<file path="config.mk">
export PLATFORM = sky130hd
export DESIGN_NAME = op_executor
export DESIGN_NICKNAME = d
export VERILOG_FILES = /design/src/rtl/op_executor.sv
export SDC_FILE = /design/constraint.sdc
export NUM_CORES = 1
export LEC_CHECK = 0
export ABC_CLOCK_PERIOD_IN_PS = 8700
export BUFFER_PORTS_ARGS = -buffer_cell sky130_fd_sc_hd__buf_4
export CAP_MARGIN = 20
export CORE_UTILIZATION = 64
export DETAILED_ROUTE_END_ITERATION = 7
export MAX_ROUTING_LAYER = met4
export PLACE_DENSITY = 0.86
export SLEW_MARGIN = 20
export SYNTH_ARGS = -nofsm -noshare
export SYNTH_HDL_FRONTEND = slang
export SYNTH_SLANG_ARGS = --single-unit
</file>
<file path="constraint.sdc">
create_clock -name clk -period 8.7 [get_ports clk]
set_input_delay 1.74 -clock clk [delete_from_list [all_inputs] [get_ports clk]]
set_output_delay 1.74 -clock clk [all_outputs]
set_load 0.1 [all_outputs]
</file>
<file path="src/rtl/op_executor.sv">
// op_executor
//   Executes the op sequence issued by the state transition handler against a
//   Horner polynomial evaluator. The result of each op is reported back as an
//   op_change pulse, with success valid in that cycle. A watchdog expiry or a
//   host halt ends the op with an abort pulse instead.
// Ports
//   clk, rst        rising-edge clock, asynchronous active-high reset
//   op              current op code (INIT/RUN/RESULT/DONE/CLRERR/APPLY/RERUN)
//   degree, x_in    polynomial degree and evaluation point, latched by INIT
//   expected        reference value for RESULT, latched when RESULT is decoded
//   halt            host abort request
//   coef_addr       coefficient RAM address; coef_data returns one cycle later
//   op_change       1-cycle pulse when the current op has finished
//   success         outcome of the last finished op, held until the next one
//   abort           1-cycle pulse on watchdog expiry or halt
//   result          published accumulator value (APPLY); result_vld flags it
//   err             sticky arithmetic overflow flag
//   done            high while parked on a DONE op
module op_executor #(
  parameter int DATA_W  = 16,
  parameter int MAX_DEG = 7,
  parameter int TIMEOUT = 255,
  parameter int AW      = $clog2(MAX_DEG + 1)
) (
  input  logic              clk,
  input  logic              rst,
  input  logic [2:0]        op,
  input  logic [2:0]        degree,
  input  logic [DATA_W-1:0] x_in,
  input  logic [DATA_W-1:0] expected,
  input  logic              halt,
  output logic [AW-1:0]     coef_addr,
  input  logic [DATA_W-1:0] coef_data,
  output logic              op_change,
  output logic              success,
  output logic              abort,
  output logic [DATA_W-1:0] result,
  output logic              result_vld,
  output logic              err,
  output logic              done
);

  localparam int PW  = 2 * DATA_W;
  localparam int WDW = $clog2(TIMEOUT + 1);
  localparam logic [WDW-1:0] WD_ONE  = WDW'(32'd1);
  localparam logic [WDW-1:0] WD_LAST = WDW'(TIMEOUT - 1);

  localparam logic [2:0] OP_INIT   = 3'd0;
  localparam logic [2:0] OP_RUN    = 3'd1;
  localparam logic [2:0] OP_RESULT = 3'd2;
  localparam logic [2:0] OP_DONE   = 3'd3;
  localparam logic [2:0] OP_CLRERR = 3'd4;
  localparam logic [2:0] OP_APPLY  = 3'd5;
  localparam logic [2:0] OP_RERUN  = 3'd6;
  localparam logic [2:0] OP_UNDEF  = 3'd7;

  typedef enum logic [2:0] {
    ST_SETTLE = 3'd0,
    ST_DECODE = 3'd1,
    ST_EVAL   = 3'd2,
    ST_EXEC1  = 3'd3,
    ST_REPORT = 3'd4
  } state_t;

  state_t                   state_r;
  logic [2:0]               op_q_r;
  logic signed [DATA_W-1:0] acc_r;
  logic signed [DATA_W-1:0] x_r;
  logic [2:0]               deg_r;
  logic [3:0]               cnt_r;
  logic [WDW-1:0]           wd_r;
  logic [DATA_W-1:0]        exp_r;
  logic                     run_ovf_r;

  logic signed [PW-1:0]     prod_s;
  logic [DATA_W:0]          sum_s;
  logic                     step_ovf_s;
  logic                     stop_s;
  logic [3:0]               last_s;

  // True when a full-width product is representable in signed DATA_W bits.
  function automatic logic fits_signed(input logic [PW-1:0] p);
    return (&p[PW-1:DATA_W-1]) | ~(|p[PW-1:DATA_W-1]);
  endfunction

  // One Horner step: full-width product, truncate, add coefficient, flag overflow.
  always_comb begin
    prod_s     = PW'(acc_r) * PW'(x_r);
    sum_s      = {prod_s[DATA_W-1], prod_s[DATA_W-1:0]} + {coef_data[DATA_W-1], coef_data};
    step_ovf_s = !fits_signed(prod_s) || (sum_s[DATA_W] != sum_s[DATA_W-1]);
    stop_s     = halt || (wd_r == WD_LAST);
    last_s     = {1'b0, deg_r} + 4'd1;
  end

  // Op sequencing FSM with evaluator datapath and registered handshake outputs.
  always_ff @(posedge clk or posedge rst) begin
    if (rst) begin
      state_r    <= ST_SETTLE;
      op_q_r     <= OP_INIT;
      acc_r      <= '0;
      x_r        <= '0;
      deg_r      <= 3'd0;
      cnt_r      <= 4'd0;
      wd_r       <= '0;
      exp_r      <= '0;
      run_ovf_r  <= 1'b0;
      coef_addr  <= '0;
      op_change  <= 1'b0;
      success    <= 1'b0;
      abort      <= 1'b0;
      result     <= '0;
      result_vld <= 1'b0;
      err        <= 1'b0;
      done       <= 1'b0;
    end else begin
      op_change <= 1'b0;
      abort     <= 1'b0;
      case (state_r)
        ST_SETTLE: state_r <= ST_DECODE;

        ST_DECODE: begin
          op_q_r <= op;
          // The decode cycle itself is the first cycle the watchdog charges.
          wd_r   <= WD_ONE;
          if (op == OP_DONE || op == OP_UNDEF) begin
            // Park here, re-sampling op every cycle; halt is ignored while idle.
            done    <= 1'b1;
            state_r <= ST_DECODE;
          end else if (halt) begin
            done    <= 1'b0;
            abort   <= 1'b1;
            acc_r   <= '0;
            state_r <= ST_SETTLE;
          end else begin
            done <= 1'b0;
            case (op)
              OP_INIT: begin
                x_r        <= x_in;
                deg_r      <= degree;
                acc_r      <= '0;
                err        <= 1'b0;
                result_vld <= 1'b0;
                success    <= 1'b1;
                op_change  <= 1'b1;
                state_r    <= ST_REPORT;
              end
              OP_RUN, OP_RERUN: begin
                acc_r     <= '0;
                cnt_r     <= 4'd0;
                run_ovf_r <= 1'b0;
                coef_addr <= AW'(deg_r);
                state_r   <= ST_EVAL;
              end
              OP_RESULT, OP_APPLY, OP_CLRERR: begin
                exp_r   <= expected;
                state_r <= ST_EXEC1;
              end
              default: state_r <= ST_DECODE;
            endcase
          end
        end

        ST_EVAL: begin
          if (stop_s) begin
            abort     <= 1'b1;
            acc_r     <= '0;
            coef_addr <= '0;
            state_r   <= ST_SETTLE;
          end else begin
            wd_r  <= wd_r + WD_ONE;
            cnt_r <= cnt_r + 4'd1;
            // Address runs one cycle ahead of the data it selects.
            if (cnt_r < {1'b0, deg_r}) begin
              coef_addr <= AW'({1'b0, deg_r} - cnt_r - 4'd1);
            end
            // Cycle 0 only primes the RAM; data for c[N] arrives in cycle 1.
            if (cnt_r != 4'd0) begin
              acc_r <= sum_s[DATA_W-1:0];
              if (step_ovf_s) begin
                run_ovf_r <= 1'b1;
                err       <= 1'b1;
              end
            end
            if (cnt_r == last_s) begin
              success   <= !(run_ovf_r || step_ovf_s);
              op_change <= 1'b1;
              state_r   <= ST_REPORT;
            end
          end
        end

        ST_EXEC1: begin
          if (stop_s) begin
            abort   <= 1'b1;
            acc_r   <= '0;
            state_r <= ST_SETTLE;
          end else begin
            case (op_q_r)
              OP_RESULT: success <= ($unsigned(acc_r) == exp_r);
              OP_APPLY: begin
                result     <= acc_r;
                result_vld <= 1'b1;
                success    <= !err;
              end
              OP_CLRERR: begin
                err     <= 1'b0;
                success <= 1'b1;
              end
              default: success <= 1'b0;
            endcase
            op_change <= 1'b1;
            state_r   <= ST_REPORT;
          end
        end

        ST_REPORT: state_r <= ST_SETTLE;

        default: state_r <= ST_SETTLE;
      endcase
    end
  end

endmodule

</file>
* Word-level counts from Yosys, hierarchy flattened
Cells that the tools add are included.
** Word-level totals
- Bits in registers :: 95
- Bits of input ports :: 57
- Output and inout bits :: 25
- Word-level logic and storage cells :: 156
** Cells by class
- Add/subtract/negate cells :: 6
- $mul :: 1
- Order comparisons :: 1
- Equal/unequal tests :: 33
- Mux-type cells :: 63
- Bitwise gates (word level) :: 5
- Reduce and logical (&&, ||, !) cells :: 30
** Operators with widths (number)
- two-way mux 16 bit :: 6
- one-hot mux 16 bit (3 select lines) :: 1
- multiplier 16 x 16 -> 32 bit :: 1
- two-way mux 3 bit :: 10
- two-way mux 1 bit :: 29
- != test 2 bit (second input constant) :: 12
- == test 3 bit (second input constant) :: 6
- adder 16 x 16 -> 17 bit :: 1
- AND reduction 17 bit :: 1
- OR reduction 17 bit :: 1
- == test 16 bit :: 1
- two-way mux 4 bit :: 4
- one-hot mux 8 bit (2 select lines) :: 1
- == test 3 x 2 -> 1 bit (second input constant) :: 5
- AND reduction 5 bit :: 3
- AND reduction 7 bit :: 2
- != test 3 bit (second input constant) :: 4
- one-hot mux 1 bit (3 select lines) :: 4
- one-hot mux 3 bit (4 select lines) :: 1
- one-hot mux 3 bit (3 select lines) :: 1
- AND reduction 9 bit :: 1
- adder 8 x 1 -> 8 bit (second input constant) :: 1
- == test 8 bit (second input constant) :: 1
- two-way mux 8 bit :: 1
- other kinds (25) :: 41

* Logic depth before layout (Yosys ltp)
Gate-level depths: netlist (run 1).
- Word-level depth :: 11
- Gate-level depth with buffers :: 31
- Gate-level depth less buffers :: 29

* Least setup slack after synthesis (run 1)
OpenSTA, ideal clock, no wires.
- Path kind :: reg-to-reg
- Start :: register acc_r[5]
- End :: register run_ovf_r
- Library setup time :: 0.134 ns
- Arrival time :: 6.804 ns
- Data required time :: 8.566 ns
- Slack :: 1.762 ns
- Stages on the path, launching flop included :: 31
- Path buffers :: 2
- Cells stage by stage :: dfrtp_1 clkbuf_1 clkbuf_1 nand2_1 fa_1 fa_1 inv_1 ha_1 fa_1 ha_1 inv_1 fa_1 inv_1 ha_1 and2_1 a221o_1 or2_2 and2_1 o21ai_0 nand2b_1 xor2_1 ha_1 nand2_1 o21a_1 a31oi_1 mux2i_1 o211ai_1 nand4b_1 nor4b_2 a41o_2 o31ai_1
** On the way
- Word-level cells in the longest chain between the ends :: 8
- Elaborated cells on any way between the ends :: 11
- Classes of those cells :: 1 x add/sub; 1 x mul; 2 x eq/ne; 2 x bitwise; 5 x reduce/logical
** Ends and longest elaborated chain
- start: declaration :: line 67 : logic signed [DATA_W-1:0] acc_r;
- start signal: assignment :: line 178 : acc_r <= sum_s[DATA_W-1:0];
- multiplier 16 x 16 -> 32 bit (*) :: line 88 : prod_s = PW'(acc_r) * PW'(x_r);
- branches (longest 4 deep; another with adder 16 x 16 -> 17 bit)
- logical OR 1 bit (*) :: line 90 : step_ovf_s = !fits_signed(prod_s) || (sum_s[DATA_W] != sum_s[DATA_W-1]);
- != test 2 bit (no source line) (*)
- AND reduction 7 bit (no source line) (*)
- end signal: assignment :: line 106 : run_ovf_r <= 1'b0;
- end signal: assignment :: line 150 : run_ovf_r <= 1'b0;
- end signal: assignment :: line 180 : run_ovf_r <= 1'b1;
- end: declaration :: line 73 : logic run_ovf_r;
Mark *: on every way between the ends.
A chain may end at the register's enable or synchronous reset.

* Worst setup path in the final report (run 1)
- Start :: register acc_r[6]
- End :: register run_ovf_r
The elaborated chain is that of the path after synthesis.

==> reports/metrics.csv, run 1 <==
stage,metric,value,unit
floorplan,Rows,55,
global_routing,number of global-route vias before repair,12100,
timing,Final Hold Fails,0,
clock_tree,CTS tree,yes,
critical_path,arrival time worst endpoint,8.32,ns
timing,final setup fails,0,
global_routing,first-pass GRT wire length,61.6,mm
clock_tree,Max Buffers Root-to-Sink,2,
detailed_routing,Final ANT Viol Nets,0,
power_and_ir_drop,Pint,2.17,mW
clock_tree,"Clk pin slew, worst setup/hold paths",0.08,ns
power_and_ir_drop,power share of the clock group,8.5,%
critical_path,CP max FO,19,
place,post-detail-place hpwl,29.6,mm
yosys,synthesized area,15000,um^2
critical_path,Crit. End Element,register,
floorplan,Chip Width,155,um
clock_tree,total CTS buffers,9,
floorplan,# IOs,82,
detailed_routing,vias after detailed routing,11600,
power_and_ir_drop,share of power burned in registers,19.3,%
critical_path,crit-path max cell delay,0.93,ns
yosys,asr flop ratio synth,100,%
power_and_ir_drop,Comb power frac,72.2,%
clock_tree,Post-CTS Setup Bufs,0,
finish,most frequent cells in the layout,"inv_1, fa_1, nand2_1, and2_1, ha_1",
finish,design area,16100,um^2
clock_tree,PostCTS Resize Cnt,0,
clock_tree,Clock H-tree levels,3,
global_routing,initial antenna violation count,0,
clock_tree,CTS sink count,95,
yosys,Mapped Avg Cell Area,9.32,um^2
timing,Max Fclk,0.123,GHz
detailed_routing,drt total wl,37.5,mm
floorplan,DIE HEIGHT,155,um
timing,TNS Setup,0,ns
critical_path,most frequent CP cell,ha_1,
flow_run,Max Cap Violations,0,
detailed_routing,DRC Markers,0,
yosys,Yosys cell types,69,
floorplan,Placeable Area,22800,um^2
timing,RSZ-0062 raised after global routing,no,
yosys,Post-Synthesis Cells,1614,
timing,Post-Route Skew,0.0136,ns
power_and_ir_drop,P_leak,7.37,nW
floorplan,Die ar.,24100,um^2
place,RePlAce Congestion,0.966,
place,placed inst area,15800,um^2
critical_path,WP data required,8.91,ns
detailed_routing,initial drt markers,1047,
yosys,syn nets,2040,
global_routing,pin count of the biggest net entering global routing,87,
power_and_ir_drop,Switch Pwr,2.62,mW
finish,fraction of layout cells with a size suffix above 1,9.17,%
detailed_routing,routed len/inst,19.1,um
timing,worst-margin pin slew,0.895,ns
global_routing,gr ovfl total,0,
yosys,"Top FF cell, synth",dfrtp_1,
power_and_ir_drop,Pwr Density,297,nW/um^2
yosys,#FFs+latches synth,95,
floorplan,Initial Util,65.8,%
finish,Fillers,1599,
timing,Final Critical Period,8.11,ns
detailed_routing,DR pass1 iterations,5,
power_and_ir_drop,Worst VDD drop,0.217,mV
yosys,Post-synth EDFFs,0,
timing,Final period util,93.2,%
place,IO Port Bufs,81,
hold_path,Worst Hold Class,reg -> reg,
critical_path,crit path max-delay cell type,dfrtp_1,
clock_tree,Hold Buf Count CTS,0,
power_and_ir_drop,switching portion of total power,54.7,%
finish,Area growth syn-to-layout,7.27,%
yosys,register area share after synthesis,15.8,%
run_status,status,"finished, final reports clean",
timing,Slew HR,40.3,%
finish,# diodes,0,
global_routing,GRT Resource Usage Total,33.9,%
critical_path,nature of the critical path startpoint,register,
timing,Max Transition Viols Final,0,
detailed_routing,Vias/cell,5.91,
finish,layout net count,2068,
clock_tree,"Clk Latency, worst-skew pair",0.36,ns
clock_tree,clock root buffer,clkbuf_16,
critical_path,Setup CP Type,reg -> reg,
yosys,Yosys Warn Count,0,
power by group through the flow:
stage	logic, mW	clock network (mW)	registers [mW]
after global placement	3.30	0	0.895
final	3.46	0.409	0.924
after global routing	3.84	0.432	0.935
after floorplan	2.60	0	0.802
after detailed placement	3.40	0	0.906
after CTS	3.42	0.411	0.900
critical path, delay by kind of cell (launching register included):
family | cells | cell delay [ns]
compound gates | 8 | 2.08
fa+ha+maj | 8 | 3.10
buf+inv | 3 | 0.15
flops | 1 | 0.93
simple gates | 8 | 1.69
kinds of logic (layout without fill, tap and decap cells):
logic type | after synthesis | count (layout) | synth area share (%)
buf+inv | 333 | 366 | 8.32
mux | 37 | 37 | 2.74
fa+ha+maj | 369 | 369 | 43.9
simple gates | 525 | 525 | 16.9
xor+xnor | 72 | 72 | 4.19
flops | 95 | 95 | 15.8
compound gates | 183 | 183 | 8.19
per-layer routing:
metal / wire (um) / global-route usage [%] / share of wire, % / vias to the layer above
met2: 18000 / 53.4 / 48 / 591
li1: - / - / - / 5123
met4: 744 / 8.45 / 2.0 / 0
met1: 15500 / 45.7 / 41 / 5797
met3: 3270 / 6.52 / 8.7 / 82
met5: 0 / - / 0 / -
flip-flops by register name, summed over array words and instances, names as in the netlist:
| name | count |
|---|---|
| exp_r | 16 |
| run_ovf_r | 1 |
| cnt_r | 4 |
| acc_r | 16 |
| state_r | 3 |
| result_vld | 1 |
| deg_r | 3 |
| x_r | 16 |
| result | 16 |
| op_change | 1 |
| abort | 1 |
| err | 1 |
| done | 1 |
| op_q_r | 3 |
| wd_r | 8 |
| success | 1 |
| coef_addr | 3 |
cell type report:
cell class,instances,area [um^2],share of cell area (%)
multi-input cells,1186,11400,70.8
flip-flops and latches,95,2380,14.7
inverters,265,997,6.18
repair buffers,85,642,3.98
well taps,313,392,2.43
clock buffers,9,225,1.40
clock inverters,7,78.8,0.489
through the flow:
step                      hold slack (ns)  utilization (%)  power [mW]  worst slack (ns)  instances
after floorplan                     0.449                -        3.40              1.76       1614
after global placement              0.481             69.3        4.20             0.732       1944
after detailed placement            0.468             69.3        4.31             0.679       1944
after CTS                           0.498             70.6        4.73             0.649       1960
after global routing                0.531             70.6        5.21             0.338       1960
final                               0.495             70.6        4.80             0.591       1960
synthesized netlist by cell type (4+ instances only):
library cell,n,area (um^2)
a21oi_1,49,245
o21a_1,7,52.6
xnor2_1,46,403
nand2_1,245,920
nor3_1,12,60.1
a22o_1,5,43.8
nand3_1,19,95.1
nand4b_1,4,35.0
ha_1,105,1310
clkbuf_1,65,244
xor2_1,26,228
nor2_1,56,210
nand2b_1,20,125
a31oi_1,5,31.3
fa_1,264,5290
inv_1,265,995
nand4_1,9,56.3
and2_1,119,744
o31ai_1,13,97.6
a21o_1,12,90.1
o21ai_0,40,200
dfrtp_1,95,2380
nor2b_1,7,43.8
or3_1,9,56.3
nor4_1,6,37.5
o211ai_1,5,37.5
mux2_2,34,383
and3_1,7,43.8
worst paths after layout:
check	start	end	slack, ns	depth (start not counted)
min in group asynchronous	rst	acc_r[7]	1.29	2
setup / recovery	acc_r[6]	run_ovf_r	0.59	27
hold reg to reg	run_ovf_r	run_ovf_r	0.49	2
setup reg to reg	acc_r[6]	run_ovf_r	0.59	27
hold / removal	run_ovf_r	run_ovf_r	0.49	2
max in group asynchronous	rst	exp_r[12]	6.40	3
Note: power is estimated with default switching activity, not from simulation.
==> inputs of run 2 (changes only) <==
--- a/config.mk
+++ b/config.mk
@@ -8,7 +8,9 @@
 export ABC_CLOCK_PERIOD_IN_PS = 8700
 export BUFFER_PORTS_ARGS = -buffer_cell sky130_fd_sc_hd__buf_4
 export CAP_MARGIN = 20
-export CORE_UTILIZATION = 64
+export CELL_PAD_IN_SITES_DETAIL_PLACEMENT = 1
+export CELL_PAD_IN_SITES_GLOBAL_PLACEMENT = 1
+export CORE_UTILIZATION = 50
 export DETAILED_ROUTE_END_ITERATION = 7
 export MAX_ROUTING_LAYER = met4
 export PLACE_DENSITY = 0.86
==> run 2 against run 1 <==
First-iteration DRC count shrank 18%; fmax is 1.5% lower; design area up 0.78%; cell count up 4.1%; routed wire length up 30%; die area grew 28%; count of clock-buffer cells in the layout grew 2; sequential power is 0.4% higher; critical path type unchanged; register-to-register slack lost 0.12 ns; sequential share of layout area decreased by 0.11 points; critical path depth unchanged.
==> reports/metrics.csv, run 2 (synthesis results as in run 1) <==
stage,metric,value,unit,change
clock_tree,Hold Buf Count CTS,0,,unchanged
timing,TNS Setup,0,ns,unchanged
clock_tree,clock root buffer,clkbuf_16,,
critical_path,most frequent CP cell,ha_1,,
power_and_ir_drop,Pwr Density,314,nW/um^2,+5.7%
run_status,status,"finished, final reports clean",,
place,post-detail-place hpwl,37.8,mm,+28%
detailed_routing,initial drt markers,855,,-18%
detailed_routing,Final ANT Viol Nets,0,,unchanged
power_and_ir_drop,P_leak,7.40,nW,+0.30%
critical_path,FF-to-FF setup slack,0.47,ns,-0.12 ns
floorplan,Die ar.,30800,um^2,+28%
hold_path,Worst Hold Class,reg -> reg,,
global_routing,GR peak layer,met2,,
place,IO Port Bufs,81,,unchanged
global_routing,GR Layer Usage met3,6.36,%,-0.15 points
detailed_routing,vias after detailed routing,12000,,+3.8%
clock_tree,"Clk Latency, worst-skew pair",0.38,ns,+0.02 ns
clock_tree,Max Buffers Root-to-Sink,2,,unchanged
global_routing,met2 usage,55.8,%,+2.4 points
critical_path,crit-path max cell delay,1.01,ns,+0.08 ns
timing,Post-Route Skew,0.0162,ns,+0.00255 ns
finish,most frequent cells in the layout,"inv_1, fa_1, nand2_1, and2_1, ha_1",,
critical_path,WP data required,8.97,ns,+0.06 ns
power_and_ir_drop,Worst VDD drop,0.182,mV,-16%
detailed_routing,DR pass1 iterations,5,,unchanged
finish,fraction of layout cells with a size suffix above 1,9.39,%,+0.23 points
detailed_routing,DRC Markers,0,,unchanged
critical_path,crit path max-delay cell type,dfrtp_1,,
place,RePlAce Congestion,0.964,,-0.22%
critical_path,nature of the critical path startpoint,register,,
floorplan,Chip Width,175,um,+13%
timing,RSZ-0062 raised after global routing,no,,
power_and_ir_drop,Final Total Pwr,5.11,mW,+6.5%
timing,worst-margin pin slew,1.01,ns,+0.119 ns
global_routing,number of global-route vias before repair,13700,,+13%
floorplan,DIE HEIGHT,175,um,+13%
global_routing,first-pass GRT wire length,77.0,mm,+25%
timing,Final Critical Period,8.23,ns,+0.122 ns
timing,Slew HR,32.4,%,-7.9 points
clock_tree,Post-CTS Setup Bufs,0,,unchanged
clock_tree,PostCTS Resize Cnt,0,,unchanged
timing,final hold slack,0.509,ns,+0.0141 ns
finish,Final Util,54.9,%,-16 points
critical_path,arrival time worst endpoint,8.50,ns,+0.18 ns
flow_run,Max Cap Violations,0,,unchanged
finish,# diodes,0,,unchanged
timing,Max Fclk,0.121,GHz,-1.5%
timing,Final Hold Fails,0,,unchanged
critical_path,Crit. End Element,register,,
floorplan,Rows,63,,+15%
finish,Area growth syn-to-layout,8.10,%,
critical_path,Setup CP Type,reg -> reg,,
floorplan,Placeable Area,29600,um^2,+30%
detailed_routing,drt total wl,48.9,mm,+30%
critical_path,CP max FO,19,,unchanged
global_routing,initial antenna violation count,0,,unchanged
timing,Max Transition Viols Final,0,,unchanged
global_routing,GRT Resource Usage Total,34.1,%,+0.13 points
global_routing,pin count of the biggest net entering global routing,70,,-20%
timing,Final period util,94.6,%,+1.4 points
global_routing,met1 Use GR,41.2,%,-4.6 points
floorplan,# IOs,82,,unchanged
global_routing,gr ovfl total,0,,unchanged
clock_tree,"Clk pin slew, worst setup/hold paths",0.09,ns,about the same
clock_tree,CTS sink count,95,,unchanged
finish,Fillers,3394,,+110%
detailed_routing,Vias/cell,5.90,,-0.26%
clock_tree,total CTS buffers,9,,unchanged
floorplan,Initial Util,50.8,%,-15 points
finish,layout net count,2072,,+0.19%
timing,final setup fails,0,,unchanged
clock_tree,CTS tree,yes,,
clock_tree,Clock H-tree levels,3,,unchanged
detailed_routing,routed len/inst,24.0,um,+25%
==> run 2: cell count changes in the layout (fill, tap and decap cells not counted), sizes merged <==
cell | before | now
bufinv | 0 | 1
buf | 85 | 89
clkinv | 2 | 1
inv | 270 | 267
clkbuf | 9 | 11
==> run 2: critical path, delay by kind of cell, from the launching register on <==
kind                       cells  cell delay (ns)
adders and majority gates      8             3.14
and+or+nand+nor                8             1.60
DFF                            1             1.01
buffers and inverters          3             0.15
AOI/OAI and AO/OA              8             2.21
==> run 2: routing by layer <==
| metal | share of wire [%] | vias to the layer above |
|---|---|---|
| li1 | - | 5126 |
| met1 | 39 | 6233 |
| met5 | 0 | - |
| met2 | 49 | 513 |
| met4 | 4.3 | 0 |
| met3 | 7.0 | 163 |
==> run 2: power by group <==
| group | internal [mW] | total [mW] | leakage (nW) | switching [mW] |
|---|---|---|---|---|
| sequential | 0.565 | 0.928 | 1.24 | 0.362 |
| clock | 0.239 | 0.441 | 0.152 | 0.202 |
| combinational | 1.47 | 3.74 | 6.01 | 2.27 |
| total | 2.27 | 5.11 | 7.40 | 2.84 |
==> run 2: layout make-up <==
class,instances,area (um^2),area share (%)
clock buffers,11,253,1.55
inverters,265,997,6.13
clock inverters,4,52.6,0.323
repair buffers,89,668,4.11
multi-input cells,1186,11400,70.3
flip-flops and latches,95,2380,14.6
well taps,390,488,3.00
==> run 2: final timing paths <==
check / start / end / cells past startpoint
setup / recovery: acc_r[6] / run_ovf_r / 27
hold / removal: done / done / 2
setup reg to reg: acc_r[6] / run_ovf_r / 27
hold reg to reg: done / done / 2
max in group asynchronous: rst / x_r[13] / 3
min in group asynchronous: rst / acc_r[7] / 2
==> run 2: per-stage QoR <==
stage               std cells  area (um^2)  setup slack [ns]
detailed placement       2025        16000             0.655
floorplan                1614        15000              1.76
CTS                      2040        16300             0.565
finish                   2040        16300             0.469
global route             2040        16300             0.163
global placement         2025        15900             0.799
==> inputs of run 3 (changes only) <==
--- a/config.mk
+++ b/config.mk
@@ -6,7 +6,7 @@
 export NUM_CORES = 1
 export LEC_CHECK = 0
 export ABC_CLOCK_PERIOD_IN_PS = 8700
-export BUFFER_PORTS_ARGS = -buffer_cell sky130_fd_sc_hd__buf_4
+export BUFFER_PORTS_ARGS = -buffer_cell sky130_fd_sc_hd__buf_2
 export CAP_MARGIN = 20
 export CELL_PAD_IN_SITES_DETAIL_PLACEMENT = 1
 export CELL_PAD_IN_SITES_GLOBAL_PLACEMENT = 1
==> run 3 against run 2 <==
Design area decreased by 1.2%; fmax increased by 1.3%; cell count increased by 0.20%; clock skew decreased by 0.00082 ns; non-clock buffer count increased by 1; largest power group unchanged.
==> reports/metrics.csv, run 3 (synthesis results as in run 1) <==
stage,metric,value,unit,change
detailed_routing,vias after detailed routing,12200,,+1.3%
detailed_routing,DR pass1 iterations,5,,unchanged
detailed_routing,Final ANT Viol Nets,0,,unchanged
timing,Slew HR,35.9,%,+3.4 points
critical_path,most frequent CP cell,ha_1,,
run_status,status,"finished, final reports clean",,
global_routing,first-pass GRT wire length,77.0,mm,about the same
critical_path,crit-path max cell delay,0.98,ns,-0.03 ns
critical_path,Setup CP Type,reg -> reg,,
critical_path,Buf/Inv on CP,3,,unchanged
clock_tree,Clock H-tree levels,3,,unchanged
finish,design area,16100,um^2,-1.2%
critical_path,Crit. End Element,register,,
floorplan,Chip Width,175,um,unchanged
clock_tree,Hold Buf Count CTS,0,,unchanged
flow_run,Max Cap Violations,0,,unchanged
detailed_routing,routed len/inst,24.0,um,+0.31%
place,post-placement cell count,2026,,+0.049%
power_and_ir_drop,Worst VDD drop,0.175,mV,-3.8%
timing,worst-margin pin slew,0.962,ns,-0.0516 ns
floorplan,# IOs,82,,unchanged
floorplan,Die ar.,30800,um^2,unchanged
critical_path,nature of the critical path startpoint,register,,
place,IO Port Bufs,81,,unchanged
detailed_routing,Vias/cell,5.96,,+1.1%
critical_path,cell depth of the worst flop-to-flop path,27,,unchanged
power_and_ir_drop,P_leak,7.34,nW,-0.69%
clock_tree,"Clk pin slew, worst setup/hold paths",0.09,ns,about the same
global_routing,gr ovfl total,0,,unchanged
global_routing,initial antenna violation count,1,,+1
power_and_ir_drop,Pwr Density,318,nW/um^2,+1.1%
floorplan,Initial Util,50.8,%,unchanged
critical_path,RR Startpoint,acc_r[6],,
detailed_routing,initial drt markers,827,,-3.3%
clock_tree,Post-CTS Setup Bufs,0,,unchanged
place,placed inst area,15800,um^2,-1.2%
global_routing,number of global-route vias before repair,13700,,+0.51%
critical_path,FF-to-FF setup slack,0.57,ns,+0.10 ns
clock_tree,total CTS buffers,9,,unchanged
floorplan,Rows,63,,unchanged
place,RePlAce Congestion,0.894,,-7.2%
clock_tree,CTS tree,yes,,
critical_path,CP top delay family,adder cells,,
floorplan,Placeable Area,29600,um^2,unchanged
clock_tree,CTS sink count,95,,unchanged
finish,Area growth syn-to-layout,6.79,%,
hold_path,Worst Hold Class,reg -> reg,,
clock_tree,PostCTS Resize Cnt,0,,unchanged
hold_path,Hold Path Sink,result_vld,,
timing,Final Critical Period,8.13,ns,-0.103 ns
timing,Final period util,93.4,%,-1.2 points
timing,TNS Setup,0,ns,unchanged
finish,most frequent cells in the layout,"inv_1, fa_1, nand2_1, and2_1, ha_1",,
finish,fraction of layout cells with a size suffix above 1,9.44,%,+0.049 points
clock_tree,"Clk Latency, worst-skew pair",0.37,ns,about the same
critical_path,crit path max-delay cell type,dfrtp_1,,
floorplan,DIE HEIGHT,175,um,unchanged
critical_path,reg2reg end,success,,
critical_path,CP max FO,19,,unchanged
detailed_routing,drt total wl,49.1,mm,+0.50%
hold_path,hold path startpoint,result_vld,,
hold_path,worst hold path cell count,2,,unchanged
place,post-detail-place hpwl,37.7,mm,-0.27%
critical_path,arrival time worst endpoint,8.43,ns,-0.07 ns
timing,Max Fclk,0.123,GHz,+1.3%
detailed_routing,DRC Markers,0,,unchanged
timing,Final Hold Fails,0,,unchanged
clock_tree,Max Buffers Root-to-Sink,2,,unchanged
timing,RSZ-0062 raised after global routing,no,,
clock_tree,clock root buffer,clkbuf_16,,
finish,Layout Cells excl Fill,2044,,+0.20%
timing,Post-Route Skew,0.0154,ns,-0.000818 ns
critical_path,WP data required,9.01,ns,+0.04 ns
global_routing,pin count of the biggest net entering global routing,60,,-14%
timing,final setup fails,0,,unchanged
global_routing,GRT Resource Usage Total,33.9,%,-0.16 points
finish,layout net count,2073,,+0.048%
timing,Max Transition Viols Final,0,,unchanged
## run 3: cell count changes in the layout (fill, tap and decap cells not counted), sizes merged
cell and change:
bufinv -1, diode +2, inv +3, buf +1, clkbuf -2, clkinv +1
## run 3: how the worst max path moves through the flow
| stage | start | end | slack [ns] | cells after the start |
|---|---|---|---|---|
| final | acc_r[6] | success | 0.57 | 27 |
| after global routing | acc_r[5] | success | 0.32 | 27 |
| after CTS | acc_r[6] | success | 0.69 | 27 |
| after detailed placement | acc_r[6] | run_ovf_r | 0.74 | 27 |
| after global placement | acc_r[6] | success | 0.82 | 27 |
| after floorplan | acc_r[5] | run_ovf_r | 1.76 | 30 |
## run 3: routing by layer
metal | vias up | GRT usage [%] | share of wire [%]
li1 | 5137 | - | -
met1 | 6302 | 41.9 | 40
met2 | 587 | 56.0 | 49
met3 | 162 | 5.39 | 7.0
met4 | 0 | 13.0 | 4.1
met5 | - | - | 0
## run 3: final cells by class
| cell class | count | area (um^2) |
|---|---|---|
| Clock buffer | 9 | 225 |
| Tap cell | 390 | 488 |
| Clock inverter | 7 | 73.8 |
| Inverter | 265 | 997 |
| Sequential cell | 95 | 2380 |
| Timing Repair Buffer | 90 | 473 |
| Multi-Input combinational cell | 1186 | 11400 |
| Antenna cell | 2 | 5.00 |
| Fill cell | 3453 | 13600 |
## run 3: metrics by stage
stage | util (%) | total power [mW] | setup WS (ns) | hold slack, ns
6_report | 54.2 | 5.10 | 0.572 | 0.507
5_1_grt | 54.2 | 5.46 | 0.321 | 0.518
4_1_cts | 54.2 | 5.03 | 0.687 | 0.506
3_5_place_dp | 53.2 | 4.56 | 0.735 | 0.496
3_3_place_gp | 53.2 | 4.32 | 0.816 | 0.463
2_1_floorplan | - | 3.40 | 1.76 | 0.449
## run 3: worst register-to-register path: stages (launching register included)
cell and delay [ns]:
dfrtp_1 0.98, nand2_1 0.19, fa_1 0.59, inv_1 0.06, fa_1 0.56, ha_1 0.24
ha_1 0.30, ha_1 0.29, inv_1 0.05, fa_1 0.47, inv_1 0.04, ha_1 0.32
and2_1 0.18, a221o_1 0.41, or2_2 0.37, and2_1 0.19, nor2_1 0.12, ha_1 0.30
a21o_1 0.19, a21oi_1 0.21, o21a_1 0.21, nor2_1 0.05, a311oi_1 0.44, o211ai_1 0.30
nand4b_1 0.28, nor4b_2 0.28, a41o_2 0.26, a31o_1 0.19
## run 3: report_power, final
part | total, mW | internal, mW | leakage (nW) | switching (mW)
combinational | 3.72 | 1.44 | 5.96 | 2.28
clock | 0.432 | 0.205 | 0.148 | 0.227
sequential | 0.948 | 0.564 | 1.24 | 0.383
total | 5.10 | 2.21 | 7.34 | 2.89
